--- config.mk ---
export PLATFORM = sky130hd
export DESIGN_NAME = pending_prio_encoder
export DESIGN_NICKNAME = d
export VERILOG_FILES = /design/src/rtl/pending_prio_encoder.sv
export SDC_FILE = /design/constraint.sdc
export NUM_CORES = 1
export LEC_CHECK = 0
export CAP_MARGIN = 40
export CORE_MARGIN = 8
export CORE_UTILIZATION = 37
export CTS_CLUSTER_DIAMETER = 40
export DETAILED_ROUTE_END_ITERATION = 12
export GPL_ROUTABILITY_DRIVEN = 0
export PLACE_DENSITY = 0.68
export SYNTH_ARGS = -nofsm -noshare
export SYNTH_HDL_FRONTEND = slang
export SYNTH_SLANG_ARGS = --single-unit
--- constraint.sdc ---
create_clock -name clk -period 2 [get_ports clk]
set_input_delay 0.5 -clock clk [delete_from_list [all_inputs] [get_ports clk]]
set_output_delay 0.5 -clock clk [all_outputs]
set_load 0.01 [all_outputs]
--- src/rtl/pending_prio_encoder.sv ---
// pending_prio_encoder: accumulates N request lines into a pending register and
// hands out one encoded index per valid/ready handshake.
// Default build: the highest pending index is always offered first.
// Define PENDING_PRIO_ENCODER_RR_EN to get round-robin selection with a rotating pointer.
module pending_prio_encoder #(
  parameter  int N     = 8,
  localparam int IDX_W = $clog2(N)
) (
  input  logic             clk,
  input  logic             rst_n,
  input  logic [N-1:0]     req_i,
  input  logic             ready_i,
  output logic             valid_o,
  output logic [IDX_W-1:0] idx_o,
  output logic [N-1:0]     pending_o,
  output logic             overflow_o
);

  typedef enum logic {
    IDLE  = 1'b0,
    OFFER = 1'b1
  } state_e;

  localparam logic [N-1:0] ONE_N = N'(1);

  state_e           state_q, state_d;
  logic [IDX_W-1:0] idx_q, idx_d;
  logic [N-1:0]     pending_q, pending_d;
  logic             overflow_q, overflow_d;
  logic             fire;
  logic [N-1:0]     clrMask;
  logic [IDX_W-1:0] selIdx;

  // Highest set bit wins; the loop never goes past N-1, so the result stays in range.
  function automatic logic [IDX_W-1:0] selectHigh(input logic [N-1:0] vec);
    logic [IDX_W-1:0] res;
    logic [IDX_W-1:0] pos;
    res = '0;
    for (int i = 0; i < N; i++) begin
      pos = IDX_W'(i);
      if (vec[pos]) res = pos;
    end
    return res;
  endfunction

`ifdef PENDING_PRIO_ENCODER_RR_EN
  logic [IDX_W-1:0] ptr_q, ptr_d;

  // Search ptr, ptr-1, ..., 0, N-1, ..., ptr+1 and return the first set bit.
  function automatic logic [IDX_W-1:0] selectRr(input logic [N-1:0] vec,
                                                 input logic [IDX_W-1:0] ptr);
    logic [IDX_W-1:0] res;
    logic             found;
    int               pos;
    res   = '0;
    found = 1'b0;
    for (int i = 0; i < N; i++) begin
      pos = int'(ptr) - i;
      if (pos < 0) pos = pos + N;
      if (!found && vec[pos[IDX_W-1:0]]) begin
        res   = pos[IDX_W-1:0];
        found = 1'b1;
      end
    end
    return res;
  endfunction

  // Pointer moves just below the index that was accepted, wrapping 0 to N-1.
  always_comb begin
    ptr_d = ptr_q;
    if (fire) begin
      ptr_d = (idx_q == '0) ? IDX_W'(N - 1) : idx_q - IDX_W'(1);
    end
  end

  // Pointer register; starts at the top index so the first pick matches fixed priority.
  always_ff @(posedge clk or negedge rst_n) begin
    if (!rst_n) ptr_q <= IDX_W'(N - 1);
    else        ptr_q <= ptr_d;
  end

  // The next offer already uses the post-fire pointer so consecutive picks rotate.
  always_comb begin
    selIdx = selectRr(pending_d, ptr_d);
  end
`else
  // Fixed priority: the highest pending index is always offered next.
  always_comb begin
    selIdx = selectHigh(pending_d);
  end
`endif

  // Handshake, clear mask, pending merge and overflow detection.
  always_comb begin
    fire       = (state_q == OFFER) && ready_i;
    clrMask    = fire ? (ONE_N << idx_q) : '0;
    pending_d  = (pending_q & ~clrMask) | req_i;
    overflow_d = |(req_i & pending_q & ~clrMask);
  end

  // Next-state and next-index logic; idx is only reloaded when a new offer starts.
  always_comb begin
    state_d = state_q;
    idx_d   = idx_q;
    case (state_q)
      IDLE: begin
        if (|pending_d) begin
          state_d = OFFER;
          idx_d   = selIdx;
        end
      end
      OFFER: begin
        if (fire) begin
          if (|pending_d) begin
            idx_d = selIdx;
          end else begin
            state_d = IDLE;
          end
        end
      end
      default: begin
        state_d = IDLE;
      end
    endcase
  end

  // State registers; async reset drops any in-flight handshake immediately.
  always_ff @(posedge clk or negedge rst_n) begin
    if (!rst_n) begin
      state_q    <= IDLE;
      idx_q      <= '0;
      pending_q  <= '0;
      overflow_q <= 1'b0;
    end else begin
      state_q    <= state_d;
      idx_q      <= idx_d;
      pending_q  <= pending_d;
      overflow_q <= overflow_d;
    end
  end

  assign valid_o    = (state_q == OFFER);
  assign idx_o      = idx_q;
  assign pending_o  = pending_q;
  assign overflow_o = overflow_q;

endmodule

==> out/results.ini, run 1 <==
[global_route]
grtUsageTotal_pct = 13.1
grt_pass1_vias = 716
grt_antenna_before_repair = 0
grt_max_degree = 14
grt_remaining_overflow = 0
grt_pass1_wl_um = 3450

[yosys]
ys_seq_elements = 13
yosys.area.top_type_share_pct = 47.2
ys_types = 28
ys.flop_type = dfrtp_1
synthCells = 62
synth_area_leader_cell = dfrtp_1
avgSynthCellArea_um2 = 11.1
yosys_warnings = 0
synth.yosys.seq_area_share_pct = 47.2
synthArstFlopShare_pct = 100
synth_edf_count = 0
synth_area_leaders = dfrtp_1, o31a_1, or2_2
syn_nets = 73
synth.most_common_cell = dfrtp_1
netlist_area_um2 = 689
synthTopCellsByCount = dfrtp_1, or2_2, o211ai_1, o31a_1, nor2_1

[drt]
vias = 681
drc = 0
first_pass_iters = 4
routed_wl_um = 2150
vias_per_cell = 5.16
wire_per_inst_um = 16.3
postRouteAntennaNets = 0
initialDrtViolationCount = 9

[power_and_ir_drop]
powerDensity_nw_per_um2 = 513
p_leak_nw = 0.475
clkPwrFrac_pct = 27.0
p_int_w = 0.000442
p_switching_w = 0.000167
sw_frac_of_total_pct = 27.4
combPwrFrac_pct = 26.1
power_frac_seq_pct = 46.9
max-vdd-ir-drop_uv = 285

[sta]
finalCritPeriodShare_pct = 98.1
setup_viol = 0
skew_ns = 0.000839
worst_pin_slew_ns = 0.616
max_slew_margin_pct = 58.8
drv_slew = 0
holdWs_ns = 0.590
min_period_ns = 1.96
hold_viol_final = 0
clock.fmax_ghz = 0.510

[critical_path]
regToRegEndpoint = idx_o[0]
slowest_delay_ns = 0.44
critPathTopFamily = compound AO/OA/AOI/OAI gates
critical_path_arrival_ns = 2.13
path_cells = buf_4 > or3_1 > o22a_1 > buf_6 > a31oi_4 > o311ai_2 > mux2_1
crit_type = flop to flop
worstPathRequired_ns = 2.16
r2r_start = idx_o[1]
cp-end-kind = flop
ff2ff_path_depth = 7
critPathMaxFanout = 5
start_kind = flop
crit_buf_inv = 2
crit_slowest_cell = dfrtp_2
ff2ff_setup_slack_ns = 0.04

[placement]
hpwlAfterDp_um = 1500
place_area_um2 = 1060
portBuffers = 23

[die]
dieHeight_um = 59.2
die_width_um = 59.2
start_util_pct = 39.5
rows = 15
io_pins = 24
dieArea_um2 = 3500
core_area_um2 = 1750

[hold_path]
min_to = overflow_o
holdCritPathClass = flop to flop
hold_depth = 2
min_from = pending_o[1]

[layout]
design_area_um2 = 1190
final_util_pct = 68.0
num_antenna_cells = 0
nNetsFinal = 119
areaGrowthSynthToFinish_pct = 72.2
drive_gt1_share_pct = 40.2

[clock_network]
cts_max_level = 1
clock_sinks = 13
cts_hold_buf = 0
clk_pin_slew_worst_paths_ns = 0.08
clockRootBuffer = clkbuf_4
cts_tree = done
cts-buffers-inserted = 3
insertion_delay_ns = 0.27
clk_path_buf_depth = 2

[flow_run]
cap_violations = 0

[run_status]
status = complete, no violations

-- power by group through the flow --
stage	Combinational, W	Clock (W)	Sequential [W]
2_1_floorplan	0.0000478	0	0.000293
3_3_place_gp	0.000137	0	0.000289
3_5_place_dp	0.000138	0	0.000289
4_1_cts	0.000145	0.000170	0.000284
5_1_grt	0.000171	0.000182	0.000287
6_report	0.000159	0.000164	0.000285
-- per-layer routing --
metal / track usage [%] / up-vias / share of wire [%]
met5: 0 / - / 0
met4: 6.48 / 0 / 2.2
met1: 15.6 / 326 / 44
met2: 21.2 / 19 / 48
met3: 3.47 / 6 / 5.2
li1: - / 330 / -
-- metrics by stage --
stage | worst slack (ns) | TNS, ns | std cells | total power [W]
detailed placement | -0.558 | -1.81 | 125 | 0.000428
global route | -0.00520 | -0.0101 | 132 | 0.000641
floorplan | 0.115 | 0 | 62 | 0.000341
global placement | -0.496 | -1.63 | 125 | 0.000426
finish | 0.0376 | 0 | 132 | 0.000609
CTS | -0.0147 | -0.0147 | 130 | 0.000599
-- what timing repair did --
item / CTS / global route
endpoints found under the setup margin: 3 / 2
pin swaps: 2 / 6
gates resized for setup: 5 / 18
gates cloned: 0 / 0
setup buffers: 1 / 2
endpoints found under the hold margin: 0 / 0
-- tightest hold or removal path, stage by stage (launching register included) --
cell and delay, ns:
dfrtp_1 0.38, o211ai_1 0.10, nand4_1 0.08
-- kinds of logic (layout without fill, tap and decap cells) --
family | Yosys count | after routing | share of synthesized area, %
buf+inv | 3 | 48 | 1.63
flops | 13 | 13 | 47.2
simple gates | 24 | 24 | 25.6
compound gates | 20 | 20 | 22.3
mux | 2 | 2 | 3.27
-- registers in the layout (all words and copies together), names as in the netlist --
| name | count |
|---|---|
| pending_o | 8 |
| valid_o | 1 |
| idx_o | 3 |
| overflow_o | 1 |
-- layout make-up --
cell class                 instances  area (um2)
clock buffer                       4        26.3
fill                             145         558
inverter                           3        11.3
multi-input combinational         46         418
sequential                        13         329
tap                               25        31.3
timing repair buffer              41         372
-- worst max-delay path by stage --
stage	start	endpoint	slack (ns)	depth (start not counted)
floorplan	idx_o[0]	idx_o[0]	0.11	5
global placement	ready_i	idx_o[1]	-0.50	7
detailed placement	ready_i	idx_o[1]	-0.56	7
CTS	req_i[6]	idx_o[1]	-0.01	6
global route	idx_o[0]	idx_o[1]	-0.005	7
finish	idx_o[1]	idx_o[0]	0.04	7
-- cell usage in the layout, fill, tap and decap left out, types with 3 or more instances in the layout --
| master | synthesis | final |
|---|---|---|
| o211ai_1 | 5 | 5 |
| dfrtp_1 | 13 | 10 |
| dlymetal6s2s_1 | 0 | 3 |
| clkdlybuf4s50_1 | 0 | 19 |
| buf_4 | 0 | 17 |
| dfrtp_2 | 0 | 3 |
| clkbuf_4 | 0 | 3 |
| o31a_1 | 5 | 5 |
| or2_2 | 7 | 7 |
No activity file was read; power rests on OpenSTA's default activity.
==> inputs of run 2 (changes only) <==
Settings changed: CTS_CLUSTER_DIAMETER 40 to 100, PLACE_DENSITY 0.68 to 0.7, SLEW_MARGIN set to 20.
Clock period 2 ns to 1.8 ns, I/O delays scaled along.
==> run 2 against run 1 <==
- the run now ends with negative setup slack left
- global-route usage grew 0.25 points
- sequential cell count did not move
- sequential share of layout area decreased by 2.1 points
- fmax grew 3.2%
- utilization is 5.8 points higher
- critical path depth stayed put
- critical path type unchanged
- critical endpoint is now idx_o[1]
- largest cell class is now non-clock buffers
==> out/results.ini, run 2 (synthesis results as in run 1) <==
[hold_path]
holdCritPathClass = primary input to async pin  ; was flop to flop

[sta]
min_period_ns = 1.90  ; was 1.96 ns
rsz0062_at_grt = true
max_slew_margin_pct = 80.2  ; was 58.8%
finalCritPeriodShare_pct = 106  ; was 98.1%
setup_slack_ns = -0.102  ; was 0.0376 ns
clock.fmax_ghz = 0.526  ; was 0.510 GHz
skew_ns = 0.00183  ; was 0.000839 ns
drv_slew = 0  ; unchanged
worst_pin_slew_ns = 0.295  ; was 0.616 ns
hold_viol_final = 0  ; unchanged
setup_viol = 2  ; was 0

[critical_path]
start_kind = flop  ; unchanged
ff2ff_setup_slack_ns = -0.10  ; was 0.04 ns
critPathMaxFanout = 6  ; was 5
crit_type = flop to flop  ; unchanged
r2r_start = idx_o[1]  ; unchanged
cp-end-kind = flop  ; unchanged
regToRegEndpoint = idx_o[1]  ; was idx_o[0]
ff2ff_path_depth = 7  ; unchanged
critPathLaunch = idx_o[1]  ; unchanged
critical_path_arrival_ns = 2.07  ; was 2.13 ns
worstPathRequired_ns = 1.97  ; was 2.16 ns

[layout]
largest_register_ffs = 8  ; unchanged
final_cell_mix = buf_4, clkdlybuf4s50_1, dfrtp_1, or2_2  ; was clkdlybuf4s50_1, buf_4, dfrtp_1, or2_2
final_util_pct = 73.8  ; was 68.0%
num_antenna_cells = 0  ; unchanged
design_area_um2 = 1290  ; was 1190 um2
nNetsFinal = 132  ; was 119
final_common_cell = buf_4  ; was clkdlybuf4s50_1
areaGrowthSynthToFinish_pct = 86.9  ; was 72.2%
drive_gt1_share_pct = 48.3  ; was 40.2%

[die]
io_pins = 24  ; unchanged
dieArea_um2 = 3500  ; unchanged
die_width_um = 59.2  ; unchanged
start_util_pct = 39.5  ; unchanged
dieHeight_um = 59.2  ; unchanged
rows = 15  ; unchanged
core_area_um2 = 1750  ; unchanged

[global_route]
grt_max_degree = 14  ; unchanged
grt_pass1_wl_um = 3640  ; was 3450 um
grt_remaining_overflow = 0  ; unchanged
grtUsageTotal_pct = 13.4  ; was 13.1%
grt_pass1_vias = 748  ; was 716
grt_antenna_before_repair = 0  ; unchanged

[clock_network]
clk_pin_slew_worst_paths_ns = 0.09  ; was 0.08 ns
insertion_delay_ns = 0.28  ; was 0.27 ns
cts_tree = done  ; unchanged
cts-buffers-inserted = 3  ; unchanged
clockRootBuffer = clkbuf_4  ; unchanged
clk_path_buf_depth = 2  ; unchanged
cts_hold_buf = 0  ; unchanged
clock_sinks = 13  ; unchanged
cts_max_level = 1  ; unchanged

[drt]
drc = 0  ; unchanged
postRouteAntennaNets = 0  ; unchanged
top_layer_used = met4  ; unchanged
routed_wl_um = 2250  ; was 2150 um
wire_per_inst_um = 15.5  ; was 16.3 um
wl_met3_um = 157  ; was 111 um
met2_length_um = 1160  ; was 1040 um
first_pass_iters = 4  ; unchanged
vias = 744  ; was 681
wl_met1_um = 905  ; was 951 um
initialDrtViolationCount = 9  ; unchanged
vias_per_cell = 5.13  ; was 5.16

[placement]
place_area_um2 = 1130  ; was 1060 um2
hpwlAfterDp_um = 1630  ; was 1500 um
portBuffers = 23  ; unchanged

[power_and_ir_drop]
powerDensity_nw_per_um2 = 545  ; was 513 nW/um2
max-vdd-ir-drop_uv = 503  ; was 285 uV
p_leak_nw = 0.517  ; was 0.475 nW

[run_status]
status = finished, violations left  ; was complete, no violations
violations = negative setup slack

[flow_run]
cap_violations = 0  ; unchanged

[run 2: cell types whose count changed in the layout (fill, tap and decap cells not counted), moves of 2 or more]
cell             delta
dlygate4sd2_1       +5
clkdlybuf4s50_1     -3
buf_4              +13
dlymetal6s2s_1      -2
[run 2: repair_timing]
action / 4_1_cts / 5_1_grt
buffers inserted: 6 / 4
endpoints found under the setup margin: 6 / 5
resized for setup: 21 / 3
hold endpoints to repair: 0 / 0
pin swaps: 6 / 7
[run 2: metrics by stage]
step                total power [W]  worst slack, ns  setup TNS [ns]  cells  hold slack (ns)
floorplan                  0.000384          -0.0680          -0.135     62            0.154
global placement           0.000489           -0.645           -2.63    131            0.560
detailed placement         0.000492           -0.691           -2.81    131            0.570
CTS                        0.000689          -0.0915          -0.182    141            0.478
global route               0.000728           -0.200          -0.417    145            0.478
finish                     0.000702           -0.102          -0.204    145            0.469
[run 2: how the worst max path moves through the flow]
stage,end,slack (ns)
global placement,idx_o[0],-0.64
detailed placement,idx_o[0],-0.69
CTS,idx_o[0],-0.09
global route,idx_o[0],-0.20
finish,idx_o[1],-0.10
floorplan,idx_o[0],-0.07
[run 2: layout make-up]
| cell class | instances | area [um2] |
|---|---|---|
| Inverter | 3 | 12.5 |
| Multi-Input combinational cell | 46 | 425 |
| Tap cell | 25 | 31.3 |
| Sequential cell | 13 | 330 |
| Timing Repair Buffer | 54 | 463 |
| Fill cell | 132 | 457 |
| Clock buffer | 4 | 26.3 |
[run 2: metal layers]
metal / GRT usage (%) / up-vias
li1: - / 358
met1: 15.4 / 360
met2: 23.5 / 24
met3: 2.39 / 2
met4: 5.46 / 0
met5: 0 / -
[run 2: report_power, final]
group / switching, W / internal (W)
logic: 0.0000824 / 0.000112
registers: 0.0000132 / 0.000305
clock network: 0.000104 / 0.0000858
[run 2: worst max-delay path, stage by stage (launching register included)]
cell      delay (ns)
dfrtp_2         0.45
nand2_2         0.07
o21a_1          0.21
nor2_2          0.13
clkinv_2        0.10
nor4_4          0.35
a31oi_4         0.16
mux2_4          0.32
==> inputs of run 3 (changes only) <==
Settings changed: CAP_MARGIN 40 to unset, PLACE_DENSITY 0.7 to 0.75.
==> run 3 against run 2 <==
- sequential power about the same
- hold slack improved by 0.0028 ns
- count of clock-buffer cells in the layout is the same
- sequential cell count unchanged
- utilization fell by 2.4 points
- power fell by 0.71%
- clock power fell by 2%
- critical path type is now primary input to flop
- final cell count shrank 4.8%
- register-to-register slack better by 0.02 ns
- fmax rose by 0.12%
- the run still ends with negative setup slack left
- routed wire length is 3.6% higher
==> out/results.ini, run 3 (synthesis results as in run 1) <==
[run_status]
status = finished, violations left  ; unchanged
violations = negative setup slack  ; unchanged

[global_route]
grtUsageTotal_pct = 12.8  ; was 13.4%
grt_pass1_wl_um = 3390  ; was 3640 um
grt_max_degree = 14  ; unchanged
grt_pass1_vias = 732  ; was 748
grt_remaining_overflow = 0  ; unchanged
grt_antenna_before_repair = 0  ; unchanged

[clock_network]
clock_sinks = 13  ; unchanged
insertion_delay_ns = 0.28  ; about the same
clk_pin_slew_worst_paths_ns = 0.08  ; was 0.09 ns
cts_tree = done  ; unchanged
cts-buffers-inserted = 3  ; unchanged
clk_path_buf_depth = 2  ; unchanged
clockRootBuffer = clkbuf_4  ; unchanged
cts_max_level = 1  ; unchanged

[critical_path]
path_cells = dlygate4sd2_1 > buf_4 > nand3b_4 > o31a_1 > nor4_4 > a31oi_4 > mux2_4  ; was nand2_2 > o21a_1 > nor2_2 > clkinv_2 > nor4_4 > a31oi_4 > mux2_4
ff2ff_setup_slack_ns = -0.08  ; was -0.10 ns
start_kind = primary input  ; was flop
ff2ff_path_depth = 6  ; was 7
critPathMaxFanout = 6  ; unchanged
critical_path_arrival_ns = 2.07  ; about the same
r2r_start = idx_o[2]  ; was idx_o[1]
regToRegEndpoint = idx_o[1]  ; unchanged
worstPathRequired_ns = 1.97  ; about the same
slowest_delay_ns = 0.34  ; was 0.45 ns
crit_type = primary input to flop  ; was flop to flop
cp-end-kind = flop  ; unchanged
crit_slowest_cell = o31a_1  ; was dfrtp_2

[power_and_ir_drop]
clkPwrFrac_pct = 26.6  ; was 27.0%
combPwrFrac_pct = 27.5  ; was 27.7%
powerDensity_nw_per_um2 = 559  ; was 545 nW/um2
p_int_w = 0.000499  ; was 0.000503 W
p_switching_w = 0.000198  ; was 0.000200 W
sw_frac_of_total_pct = 28.5  ; was 28.4%
power_frac_seq_pct = 45.8  ; was 45.3%
p_leak_nw = 0.497  ; was 0.517 nW
max-vdd-ir-drop_uv = 492  ; was 503 uV

[die]
dieArea_um2 = 3500  ; unchanged
die_width_um = 59.2  ; unchanged
dieHeight_um = 59.2  ; unchanged
rows = 15  ; unchanged
io_pins = 24  ; unchanged
core_area_um2 = 1750  ; unchanged
start_util_pct = 39.5  ; unchanged

[layout]
final_cells = 138  ; was 145
final_cell_mix = buf_4, clkdlybuf4s50_1, dfrtp_1, or2_2  ; unchanged
n_fill_cell = 119  ; was 132
final_common_cell = buf_4  ; unchanged
num_antenna_cells = 0  ; unchanged
drive_gt1_share_pct = 46.0  ; was 48.3%
largest_register_ffs = 8  ; unchanged
nNetsFinal = 125  ; was 132
areaGrowthSynthToFinish_pct = 80.9  ; was 86.9%

[drt]
drc = 0  ; unchanged
vias = 731  ; was 744
initialDrtViolationCount = 18  ; was 9
vias_per_cell = 5.30  ; was 5.13
wire_per_inst_um = 16.9  ; was 15.5 um
postRouteAntennaNets = 0  ; unchanged
first_pass_iters = 4  ; unchanged
routed_wl_um = 2330  ; was 2250 um

[placement]
portBuffers = 23  ; unchanged
hpwlAfterDp_um = 1620  ; was 1630 um
dp.cells = 129  ; was 131

[sta]
setup_slack_ns = -0.0999  ; was -0.102 ns
clock.fmax_ghz = 0.526  ; about the same
finalCritPeriodShare_pct = 106  ; about the same
rsz0062_at_grt = true  ; unchanged
min_period_ns = 1.90  ; about the same
max_slew_margin_pct = 71.9  ; was 80.2%
skew_ns = 0.00365  ; was 0.00183 ns
worst_pin_slew_ns = 0.418  ; was 0.295 ns
hold_viol_final = 0  ; unchanged
fin_tns_setup_ns = -0.220  ; was -0.204 ns
setup_viol = 3  ; was 2
drv_slew = 0  ; unchanged

[hold_path]
holdCritPathClass = primary input to async pin  ; unchanged

[flow_run]
cap_violations = 0  ; unchanged

## run 3: stage by stage
stage	hold WS, ns	setup WS (ns)	total power, W	util (%)	area [um2]
2_1_floorplan	0.154	-0.0680	0.000384	-	709
3_3_place_gp	0.557	-0.671	0.000487	63.8	1110
3_5_place_dp	0.564	-0.701	0.000491	63.8	1110
4_1_cts	0.462	-0.113	0.000691	68.8	1200
5_1_grt	0.464	-0.149	0.000730	71.5	1250
6_report	0.472	-0.0999	0.000698	71.5	1250
## run 3: area by class of cell
class	instances	area [um2]	share of cell area [%]
sequential	13	330	26.5
tap	25	31.3	2.51
timing repair buffer	47	413	33.1
multi-input combinational	46	434	34.8
inverter	3	12.5	1.00
clock buffer	4	26.3	2.11
## run 3: power groups by stage
stage / sequential [W] / combinational, W / clock (W)
global placement: 0.000323 / 0.000164 / 0
CTS: 0.000319 / 0.000181 / 0.000191
floorplan: 0.000327 / 0.0000570 / 0
finish: 0.000320 / 0.000192 / 0.000186
detailed placement: 0.000324 / 0.000167 / 0
global route: 0.000321 / 0.000205 / 0.000204
## run 3: worst max path at each step
stage	startpoint	to	depth (start not counted)
final	ready_i	idx_o[1]	7
after global placement	ready_i	idx_o[0]	7
after CTS	req_i[1]	idx_o[0]	7
after floorplan	ready_i	idx_o[0]	7
after detailed placement	ready_i	idx_o[1]	8
after global routing	ready_i	idx_o[1]	7
## run 3: worst max-delay path: cells and delay by family
family | cells | cell delay [ns]
buf+inv | 2 | 0.39
mux | 1 | 0.32
compound gates | 2 | 0.50
simple gates | 2 | 0.40
## run 3: repair_timing
action / CTS / global route
pin swaps: 8 / 7
buffers inserted: 3 / 2
hold buffers: 0 / 0
resized for setup: 16 / 7
setup endpoints to repair: 6 / 3
## run 3: layer usage
metal	global-route usage, %	wire length, um
met1	13.7	978
met2	22.4	1250
met3	2.60	98
met4	7.51	0
met5	0	0
